### src/rtl/if_fetch_unit.sv
// Instruction-fetch front end: owns the PC, fetches over req/ack, buffers into slot+skid.
// Optional perf counters are enabled with `define IF_FETCH_PERF_EN.
module if_fetch_unit #(
    parameter int                ADDR_W   = 32,
    parameter int                DATA_W   = 32,
    parameter logic [ADDR_W-1:0] RESET_PC = '0
) (
    input  logic              clk_i,
    input  logic              rst_n,
    input  logic              stall_i,
    input  logic              redirect_i,
    input  logic [ADDR_W-1:0] redirect_pc_i,
    output logic              imem_req_o,
    output logic [ADDR_W-1:0] imem_addr_o,
    input  logic              imem_ack_i,
    input  logic [DATA_W-1:0] imem_data_i,
`ifdef IF_FETCH_PERF_EN
    output logic [31:0]       perf_fetch_cnt_o,
    output logic [31:0]       perf_flush_cnt_o,
`endif
    output logic              if_valid_o,
    output logic [ADDR_W-1:0] if_pc_o,
    output logic [ADDR_W-1:0] if_pc4_o,
    output logic [DATA_W-1:0] if_instr_o
);
    localparam logic [ADDR_W-1:0] PC_STEP = ADDR_W'(4);

    typedef enum logic [1:0] {IDLE, FETCH, SKID, DRAIN} state_t;

    state_t            state_q, state_d;
    logic [ADDR_W-1:0] addr_q, addr_d, tgt_q, tgt_d;
    logic              slot_v_q, slot_v_d, skid_v_q, skid_v_d;
    logic [ADDR_W-1:0] slot_pc_q, slot_pc_d, skid_pc_q, skid_pc_d;
    logic [DATA_W-1:0] slot_ins_q, slot_ins_d, skid_ins_q, skid_ins_d;
    logic              consume;

    assign imem_req_o  = (state_q == FETCH) || (state_q == DRAIN);
    assign imem_addr_o = addr_q;
    assign if_valid_o  = slot_v_q;
    assign if_pc_o     = slot_pc_q;
    assign if_pc4_o    = slot_pc_q + PC_STEP;
    assign if_instr_o  = slot_ins_q;
    // A redirect flushes the slot, so it is never counted as a hand-off to ID.
    assign consume     = slot_v_q && !stall_i && !redirect_i;

    always_ff @(posedge clk_i or negedge rst_n) begin
        if (!rst_n) begin
            state_q    <= IDLE;
            addr_q     <= RESET_PC;
            tgt_q      <= '0;
            slot_v_q   <= 1'b0;
            skid_v_q   <= 1'b0;
            slot_pc_q  <= '0;
            skid_pc_q  <= '0;
            slot_ins_q <= '0;
            skid_ins_q <= '0;
        end else begin
            state_q    <= state_d;
            addr_q     <= addr_d;
            tgt_q      <= tgt_d;
            slot_v_q   <= slot_v_d;
            skid_v_q   <= skid_v_d;
            slot_pc_q  <= slot_pc_d;
            skid_pc_q  <= skid_pc_d;
            slot_ins_q <= slot_ins_d;
            skid_ins_q <= skid_ins_d;
        end
    end

    always_comb begin
        state_d    = state_q;
        addr_d     = addr_q;
        tgt_d      = tgt_q;
        slot_v_d   = slot_v_q;
        skid_v_d   = skid_v_q;
        slot_pc_d  = slot_pc_q;
        skid_pc_d  = skid_pc_q;
        slot_ins_d = slot_ins_q;
        skid_ins_d = skid_ins_q;
        if (redirect_i) begin
            slot_v_d = 1'b0;
            skid_v_d = 1'b0;
            // An outstanding request cannot be withdrawn: park the target until its ack.
            if (imem_req_o && !imem_ack_i) begin
                state_d = DRAIN;
                tgt_d   = redirect_pc_i;
            end else begin
                state_d = FETCH;
                addr_d  = redirect_pc_i;
            end
        end else begin
            if (consume) slot_v_d = 1'b0;
            unique case (state_q)
                IDLE: state_d = FETCH;
                FETCH: begin
                    if (imem_ack_i) begin
                        addr_d = addr_q + PC_STEP;
                        if (!slot_v_q || consume) begin
                            slot_v_d   = 1'b1;
                            slot_pc_d  = addr_q;
                            slot_ins_d = imem_data_i;
                        end else begin
                            skid_v_d   = 1'b1;
                            skid_pc_d  = addr_q;
                            skid_ins_d = imem_data_i;
                            state_d    = SKID;
                        end
                    end
                end
                SKID: begin
                    if (consume) begin
                        slot_v_d   = 1'b1;
                        slot_pc_d  = skid_pc_q;
                        slot_ins_d = skid_ins_q;
                        skid_v_d   = 1'b0;
                        state_d    = FETCH;
                    end
                end
                DRAIN: begin
                    if (imem_ack_i) begin
                        addr_d  = tgt_q;
                        state_d = FETCH;
                    end
                end
                default: state_d = IDLE;
            endcase
        end
    end

`ifdef IF_FETCH_PERF_EN
    logic [31:0] fetch_cnt_q, flush_cnt_q, flush_inc;

    always_comb begin
        flush_inc = '0;
        if (redirect_i)
            flush_inc = 32'(slot_v_q) + 32'(skid_v_q) + 32'(imem_req_o && imem_ack_i);
        else if (state_q == DRAIN && imem_ack_i)
            flush_inc = 32'd1;
    end

    always_ff @(posedge clk_i or negedge rst_n) begin
        if (!rst_n) begin
            fetch_cnt_q <= '0;
            flush_cnt_q <= '0;
        end else begin
            fetch_cnt_q <= fetch_cnt_q + 32'(consume);
            flush_cnt_q <= flush_cnt_q + flush_inc;
        end
    end

    assign perf_fetch_cnt_o = fetch_cnt_q;
    assign perf_flush_cnt_o = flush_cnt_q;
`endif
endmodule

### config.mk
export PLATFORM = sky130hd
export DESIGN_NAME = if_fetch_unit
export DESIGN_NICKNAME = d
export VERILOG_FILES = /design/src/rtl/if_fetch_unit.sv
export SDC_FILE = /design/constraint.sdc
export NUM_CORES = 1
export LEC_CHECK = 0
export BUFFER_PORTS_ARGS = -buffer_cell sky130_fd_sc_hd__buf_2
export CAP_MARGIN = 20
export CORE_UTILIZATION = 40
export CTS_BUF_LIST = sky130_fd_sc_hd__clkbuf_4 sky130_fd_sc_hd__clkbuf_8
export DETAILED_ROUTE_END_ITERATION = 6
export SYNTH_ARGS = -nofsm -noshare
export SYNTH_HDL_FRONTEND = slang
export SYNTH_SLANG_ARGS = --single-unit
### constraint.sdc
create_clock -name clk_i -period 2.6 [get_ports clk_i]
set_clock_uncertainty 0.15 [all_clocks]
set_input_delay 0.52 -clock clk_i [delete_from_list [all_inputs] [get_ports clk_i]]
set_output_delay 0.52 -clock clk_i [all_outputs]
set_load 0.1 [all_outputs]
=== Word level (Yosys, flattened, before mapping) ===
Index checks and enable logic that the tools add are counted.

* Logic and storage cells: 66
* Bits in registers: 195
* Output and inout bits: 130
* Bits of input ports: 69

* Bitwise logic cells: 2
* Muxes and demuxes: 26
* Reduce and logical (&&, ||, !) cells: 17
* Add/subtract/negate cells: 2
* Equal/unequal tests: 11

{| class="wikitable"
|+ Operators with widths
! kind !! count
|-
| two-way mux 32 bit || 10
|-
| one-hot mux 32 bit (2 select lines) || 3
|-
| adder 32 x 3 -> 32 bit (second input constant) || 2
|-
| two-way mux 2 bit || 6
|-
| != test 3 bit (second input constant) || 4
|-
| AND reduction 4 bit || 3
|-
| one-hot mux 2 bit (4 select lines) || 1
|-
| != test 2 bit (second input constant) || 3
|-
| two-way mux 1 bit || 5
|-
| AND reduction 5 bit || 1
|-
| equality test 2 bit (second input constant) || 2
|-
| logical NOT 1 bit || 4
|-
| logical AND 1 bit || 3
|-
| nonzero test 3 bit || 1
|-
| equality test 2 x 1 -> 1 bit (second input constant) || 1
|-
| logical NOT 2 bit || 1
|-
| logical OR 1 bit || 2
|-
| != test 2 x 1 -> 1 bit (second input constant) || 1
|-
| NOT 1 bit || 2
|-
| one-hot mux 1 bit (2 select lines) || 1
|-
| AND reduction 2 bit || 1
|-
| nonzero test 2 bit || 1
|}

=== Logic depth before layout (Yosys ltp) ===
Gate-level depths: netlist of the first run.

* Depth in word-level cells: 8
* Depth in mapped cells: 9

=== Worst setup path before layout of the first run ===
OpenSTA, ideal clock, no wires.

* Kind: flip-flop to output port
* Start: reg slot_pc_q[7], in the netlist if_pc_o[7]
* End: out if_pc4_o[31]
* Arrival: 3.777 ns
* Stages on the path, launching flop included: 5
* Path slack: -1.847 ns
* Data required time: 1.930 ns
* Buffers on the path: 0
* Cell sequence: dfrtp_1 -> nand4_1 -> nor4_2 -> nand4_1 -> xnor2_1

* Word-level cells in the longest chain between the ends: 1

{| class="wikitable"
|+ Ends and longest elaborated chain
! element !! RTL line !! source
|-
| start: declaration || 33 || <nowiki>logic [ADDR_W-1:0] slot_pc_q, slot_pc_d, skid_pc_q, skid_pc_d;</nowiki>
|-
| start signal: assignment || 63 || <nowiki>slot_pc_q <= slot_pc_d;</nowiki>
|-
| adder 32 x 3 -> 32 bit || 41 || <nowiki>assign if_pc4_o = slot_pc_q + PC_STEP;</nowiki>
|-
| end: declaration || 23 || <nowiki>output logic [ADDR_W-1:0] if_pc4_o,</nowiki>
|}

No other way between the ends.

=== Final worst setup path of the first run ===
* Start: reg slot_pc_q[10], in the netlist if_pc_o[10]
* End: out if_pc4_o[26]

The elaborated chain is that of the path after synthesis.

==> results_dict.tcl, run 1 <==
set metrics [dict create \
    status "finished, violations left" \
    violations "setup timing" \
    coreArea_um2 23700 \
    syn-num-nets 982 \
    crit_path_start_kind "register" \
    ys.flop_type "dfrtp_1" \
    syn_inst 908 \
    clock_latency_ps 470 \
    worstPathRequired_ps 1930 \
    fin_crit_sh_pct 114 \
    synth.cell_area_um2 9770 \
    hold_class "input pin to register" \
    critical_path_arrival_ps 2280 \
    cts_tree "built" \
    report.final.slew_viol_count 0 \
    htreeDepth 4 \
    layout-drive-gt1-share_pct 43.7 \
    path_class "register to output port" \
    wirelength_um 26500 \
    clock-sinks 195 \
    dp.cells 1403 \
    crit_fanout 8 \
    io_pins 199 \
    port_buffers 198 \
    nNetsFinal 1201 \
    rsz0062_at_grt "yes" \
    dieHeight_um 158 \
    fp.dieW_um 158 \
    hp-start "imem_data_i[14]" \
    critical_path.startpoint "if_pc_o[10]$_DFFE_PN0P_" \
    grt_antenna_before_repair 0 \
    slew_headroom_pct 26.6 \
    stdcell_count 1459 \
    die_area_um2 25000 \
    gp_congestion 0.837 \
    final_antenna_net_count 0 \
    r2r-start "state_q[0]$_DFFE_PN0P_" \
    avgSynthCellArea_um2 10.8 \
    route.detailed.drc 0 \
    cts_buffers 17 \
    vias 7859 \
    async_reset_ff_share_pct 100 \
    grt_use_total_pct 21.3 \
    fin_ws_ps -354 \
    clk_path_buf_depth 2 \
    fmax_mhz 339 \
    dp_hpwl_um 18600 \
    viasPerCell 5.39 \
    dr.pass1.iters 5 \
    yosysUniqueCellTypes 63 \
    grt_pass1_wl_um 41000 \
    tightestPinTransition_ps 1100 \
    overflow 0 \
    ys_ff_latch 195 \
    clk_pin_slew_ps 130 \
    start_util_pct 41.2 \
    yosys_warnings 0 \
    grt_pass1_vias 7387 \
    ys_seq_area_share_pct 50.0 \
    core.rowCount 56 \
    root_buffer "clkbuf_8" \
    finalSetupViolCount 19 \
    critPathCaptureType "output port" \
    area_growth_pct 33.3 \
    drtIter0Drc 580 \
    grt_start_max_net_pins 65 \
    synth_edf_count 0 \
    hold_viol_final 0 \
    wire_per_inst_um 18.1 \
    layout_min_cycle_time_ps 2950 \
    diodes 0 \
    maxCapViolCount 0 \
]
==> metal layers <==
metal  global-route usage [%]  wire length, um
met1                     32.0            12700
met2                     31.9            12000
met3                     3.59             1420
met4                     5.27              308
met5                        0                0
==> cells by family after synthesis <==
group,count (synthesis),share of synthesized area (%)
and+or+nand+nor,243,12.7
DFF,195,50.0
AOI/OAI and AO/OA,182,11.9
muxes,168,18.5
buffers and inverters,87,3.83
xor gates and xnor gates,28,2.51
adders and majority gates,5,0.640
==> Yosys cell counts (4+ instances only) <==
cell type | number | area [um2]
ha_1 | 5 | 62.6
mux2i_1 | 71 | 711
nor2_1 | 82 | 308
inv_1 | 15 | 56.3
nand4b_1 | 5 | 43.8
and2_1 | 4 | 25.0
o2bb2ai_1 | 6 | 52.6
o22ai_1 | 6 | 37.5
nor3_1 | 9 | 45.0
o21ai_0 | 24 | 120
o311ai_0 | 6 | 52.6
a22oi_1 | 7 | 52.6
o41ai_1 | 4 | 35.0
clkbuf_1 | 34 | 128
mux2_2 | 97 | 1090
xor2_1 | 6 | 52.6
a22o_1 | 15 | 131
and4_1 | 6 | 52.6
o211ai_1 | 4 | 30.0
nand3_1 | 23 | 115
buf_2 | 29 | 145
xnor2_1 | 22 | 193
dfrtp_1 | 195 | 4880
a211oi_1 | 5 | 37.5
nand2_1 | 49 | 184
or3_1 | 5 | 31.3
and3_1 | 6 | 37.5
nor4_1 | 12 | 75.1
nand4_1 | 21 | 131
buf_1 | 4 | 15.0
a21oi_1 | 78 | 390
==> state kept, by name (all words and copies together), names as in the netlist <==
name and flops:
if_pc_o 32, tgt_q 32, imem_addr_o 32, state_q 2
skid_ins_q 32, if_valid_o 1, skid_pc_q 32, if_instr_o 32
==> critical path: stages, from the launching register on <==
cell,delay (ps)
dfrtp_4,420
nand4_1,120
buf_4,170
nor4_4,280
buf_6,180
buf_4,120
buf_6,90
nand2_4,60
xnor2_4,180
buf_12,190
==> repair_timing <==
action                     CTS  global route
gates resized for setup     35             9
pin swaps                   18             7
hold endpoints to repair    46             0
setup endpoints to repair   24            27
setup buffers               19             4
hold buffers                 1             0
==> area by class of cell <==
type                    instances  area [um2]
multi-input cells             626        5130
repair buffers                272        2070
fillers                      2125       10700
inverters                      15        56.3
clock inverters                15         188
well taps                     319         399
clock buffers                  17         234
flip-flops and latches        195        4950
==> cell usage in the layout (no fill, tap or decap), drive strengths merged, types with 3 or more instances in the layout <==
master	count
nand4	22
o211ai	4
and2	5
nand4b	5
o31ai	3
or3	6
mux2	97
a211oi	5
o41ai	4
o311ai	8
nand2b	3
ha	5
a31oi	3
inv	21
buf	270
xnor2	22
a22oi	7
xor2	6
nand3	25
dfrtp	195
nand2	49
and4	6
o21ai	26
mux2i	71
a31o	3
o2bb2ai	6
nor2	82
clkinv	8
nor3	10
and3	6
or2	4
a21oi	78
o22ai	6
a22o	15
nor4	14
clkbuf	18
==> stage by stage <==
stage	cell area [um2]	utilization, %	setup TNS [ps]	setup WS [ps]	hold WS [ps]
after detailed placement	12200	51.6	-18.5	-18.5	343
final	13000	55.0	-4900	-354	128
after floorplan	10300	-	-8710	-494	74.4
after global routing	13000	55.0	-7070	-481	92.0
after CTS	13000	54.7	-4460	-395	94.9
after global placement	12200	51.6	0	51.0	338
==> path summary, 6_finish.rpt <==
kind,endpoint,slack [ps],cells past startpoint
worst max-delay path,if_pc4_o[26],-350,9
worst min-delay path,skid_ins_q[14]$_DFFE_PN0P_,130,2
worst max register to register,imem_addr_o[19]$_DFFE_PN0P_,210,6
worst min register to register,skid_pc_q[30]$_DFFE_PN0P_,360,1
max in group asynchronous,if_pc_o[13]$_DFFE_PN0P_,1050,3
min in group asynchronous,tgt_q[19]$_DFFE_PN0P_,390,2
Power of run 1 is left out: the tool's default activity adds up to more than one toggle a clock period on the data nets, which glitch-free logic cannot reach.
==> inputs of run 2 (changes only) <==
--- a/config.mk
+++ b/config.mk
@@ -7,9 +7,11 @@
 export LEC_CHECK = 0
 export BUFFER_PORTS_ARGS = -buffer_cell sky130_fd_sc_hd__buf_2
 export CAP_MARGIN = 20
-export CORE_UTILIZATION = 40
+export CORE_UTILIZATION = 55
 export CTS_BUF_LIST = sky130_fd_sc_hd__clkbuf_4 sky130_fd_sc_hd__clkbuf_8
 export DETAILED_ROUTE_END_ITERATION = 6
+export PLACE_DENSITY = 0.83
+export SLEW_MARGIN = 30
 export SYNTH_ARGS = -nofsm -noshare
 export SYNTH_HDL_FRONTEND = slang
 export SYNTH_SLANG_ARGS = --single-unit
==> run 2 against run 1 <==
- the flow still finishes with violations (setup timing)
- cell area shrank 0.95%
- register-to-register slack lost 20 ps
- via count grew 3.5%
- critical path type unchanged
==> results_dict.tcl, run 2 (synthesis gave the netlist of run 1 again) <==
set metrics [dict create \
    status "finished, violations left" \
    violations "setup timing" \
    root_buffer "clkbuf_8" \
    hold_path_end "skid_ins_q[14]$_DFFE_PN0P_" \
    tightestPinTransition_ps 742 \
    crit_fanout 8 \
    crit_path_cell_trace "ha_4, nand2_4, nor4_4, buf_6, nand4_1, xnor2_4, buf_12" \
    dieHeight_um 135 \
    cts_buffers 17 \
    hold_class "input pin to register" \
    grt_antenna_before_repair 0 \
    vias 8137 \
    viasPerCell 5.97 \
    coreArea_um2 17300 \
    grt_use_total_pct 29.0 \
    reg2reg_slack_ps 190 \
    port_buffers 198 \
    htreeDepth 4 \
    place_ws_ps 18.8 \
    wirelength_um 26100 \
    route.detailed.drc 0 \
    slew_headroom_pct 50.5 \
    reg2reg_to "if_pc_o[21]$_DFFE_PN0P_" \
    clock_latency_ps 470 \
    die_area_um2 18300 \
    cts_tree "built" \
    fin_ws_ps -348 \
    mostFrequentLayoutCell "buf_2" \
    grt_start_max_net_pins 129 \
    wire_per_inst_um 19.2 \
    utilization_pct 74.6 \
    cpPeakStageDelay_ps 460 \
    start_util_pct 56.5 \
    layout_min_cycle_time_ps 2950 \
    whs_ps 130 \
    gp_congestion 0.934 \
    dr.pass1.iters 5 \
    grt_pass1_vias 7763 \
    dp.cells 1301 \
    finalSetupViolCount 20 \
    area_growth_pct 32.0 \
    layout-drive-gt1-share_pct 43.7 \
    diodes 0 \
    overflow 0 \
    crit_buf_inv 2 \
    clk_pin_slew_ps 110 \
    rsz0062_at_grt "yes" \
    reg2reg_depth 7 \
    core.rowCount 48 \
    crit_path_start_kind "register" \
    hold_viol_final 0 \
    nNetsFinal 1198 \
    maxCapViolCount 0 \
    fmax_mhz 339 \
    worstPathRequired_ps 1930 \
    hold_depth 2 \
    fp.dieW_um 135 \
    io_pins 199 \
    critPathTopFamily "simple AND/OR/NAND/NOR gates" \
    fin_crit_sh_pct 113 \
    slowest_stage "dfrtp_4" \
    stdcell_count 1362 \
    final_cell_mix "169 x buf_2, 162 x dfrtp_1, 97 x mux2_2" \
    clk_path_buf_depth 2 \
    drtIter0Drc 618 \
    critical_path_arrival_ps 2280 \
    r2r-start "state_q[1]$_DFFE_PN0P_" \
    clock-sinks 195 \
    final_antenna_net_count 0 \
    hp-start "imem_data_i[14]" \
    dp_hpwl_um 17300 \
    report.final.slew_viol_count 0 \
    critPathCaptureType "output port" \
    path_class "register to output port" \
    grt_pass1_wl_um 41100 \
]
run 2: through the flow:
step / cell area [um2] / setup TNS (ps)
final: 12900 / -4870
after CTS: 12800 / -4050
after global placement: 12000 / 0
after detailed placement: 12000 / 0
after floorplan: 10300 / -8710
after global routing: 12900 / -6960
run 2: worst register-to-register path: cells and delay by family (launching register included):
kind                       cells  cell delay [ps]
and+or+nand+nor                2              490
buffers and inverters          2              480
AOI/OAI and AO/OA              2              470
DFF                            1              440
adders and majority gates      1              320
run 2: worst max path at each step:
stage                            start      endpoint  slack, ps  cells past startpoint
5_1_grt         if_pc_o[2]$_DFFE_PN0P_  if_pc4_o[24]       -450                      7
2_1_floorplan   if_pc_o[9]$_DFFE_PN0P_  if_pc4_o[31]       -490                      4
4_1_cts         if_pc_o[3]$_DFFE_PN0P_  if_pc4_o[28]       -320                      7
6_report        if_pc_o[2]$_DFFE_PN0P_  if_pc4_o[24]       -350                      7
3_5_place_dp   if_pc_o[10]$_DFFE_PN0P_  if_pc4_o[28]         20                      6
3_3_place_gp   if_pc_o[10]$_DFFE_PN0P_  if_pc4_o[28]         70                      6
run 2: timing repair:
item                                    4_1_cts  5_1_grt
setup buffers                                23        5
pin swaps                                    17       12
endpoints found under the hold margin        44        0
gates resized for setup                      34       20
hold buffers                                  1        0
endpoints found under the setup margin       26       27
run 2: layout make-up:
cell class,instances,area (um2)
sequential,195,4950
clock inverter,15,139
fill,1114,4400
clock buffer,17,234
tap,225,282
inverter,15,56.3
multi-input combinational,626,5190
timing repair buffer,269,2040
run 2: per-layer routing:
layer  GRT usage [%]  wire length, um  share of wire (%)
met1            40.6            11200                 43
met2            46.4            12800                 49
met3            4.90             1590                6.1
met4            8.30              494                1.9
met5               0                0                  0
Power of run 2 is left out for the same reason.
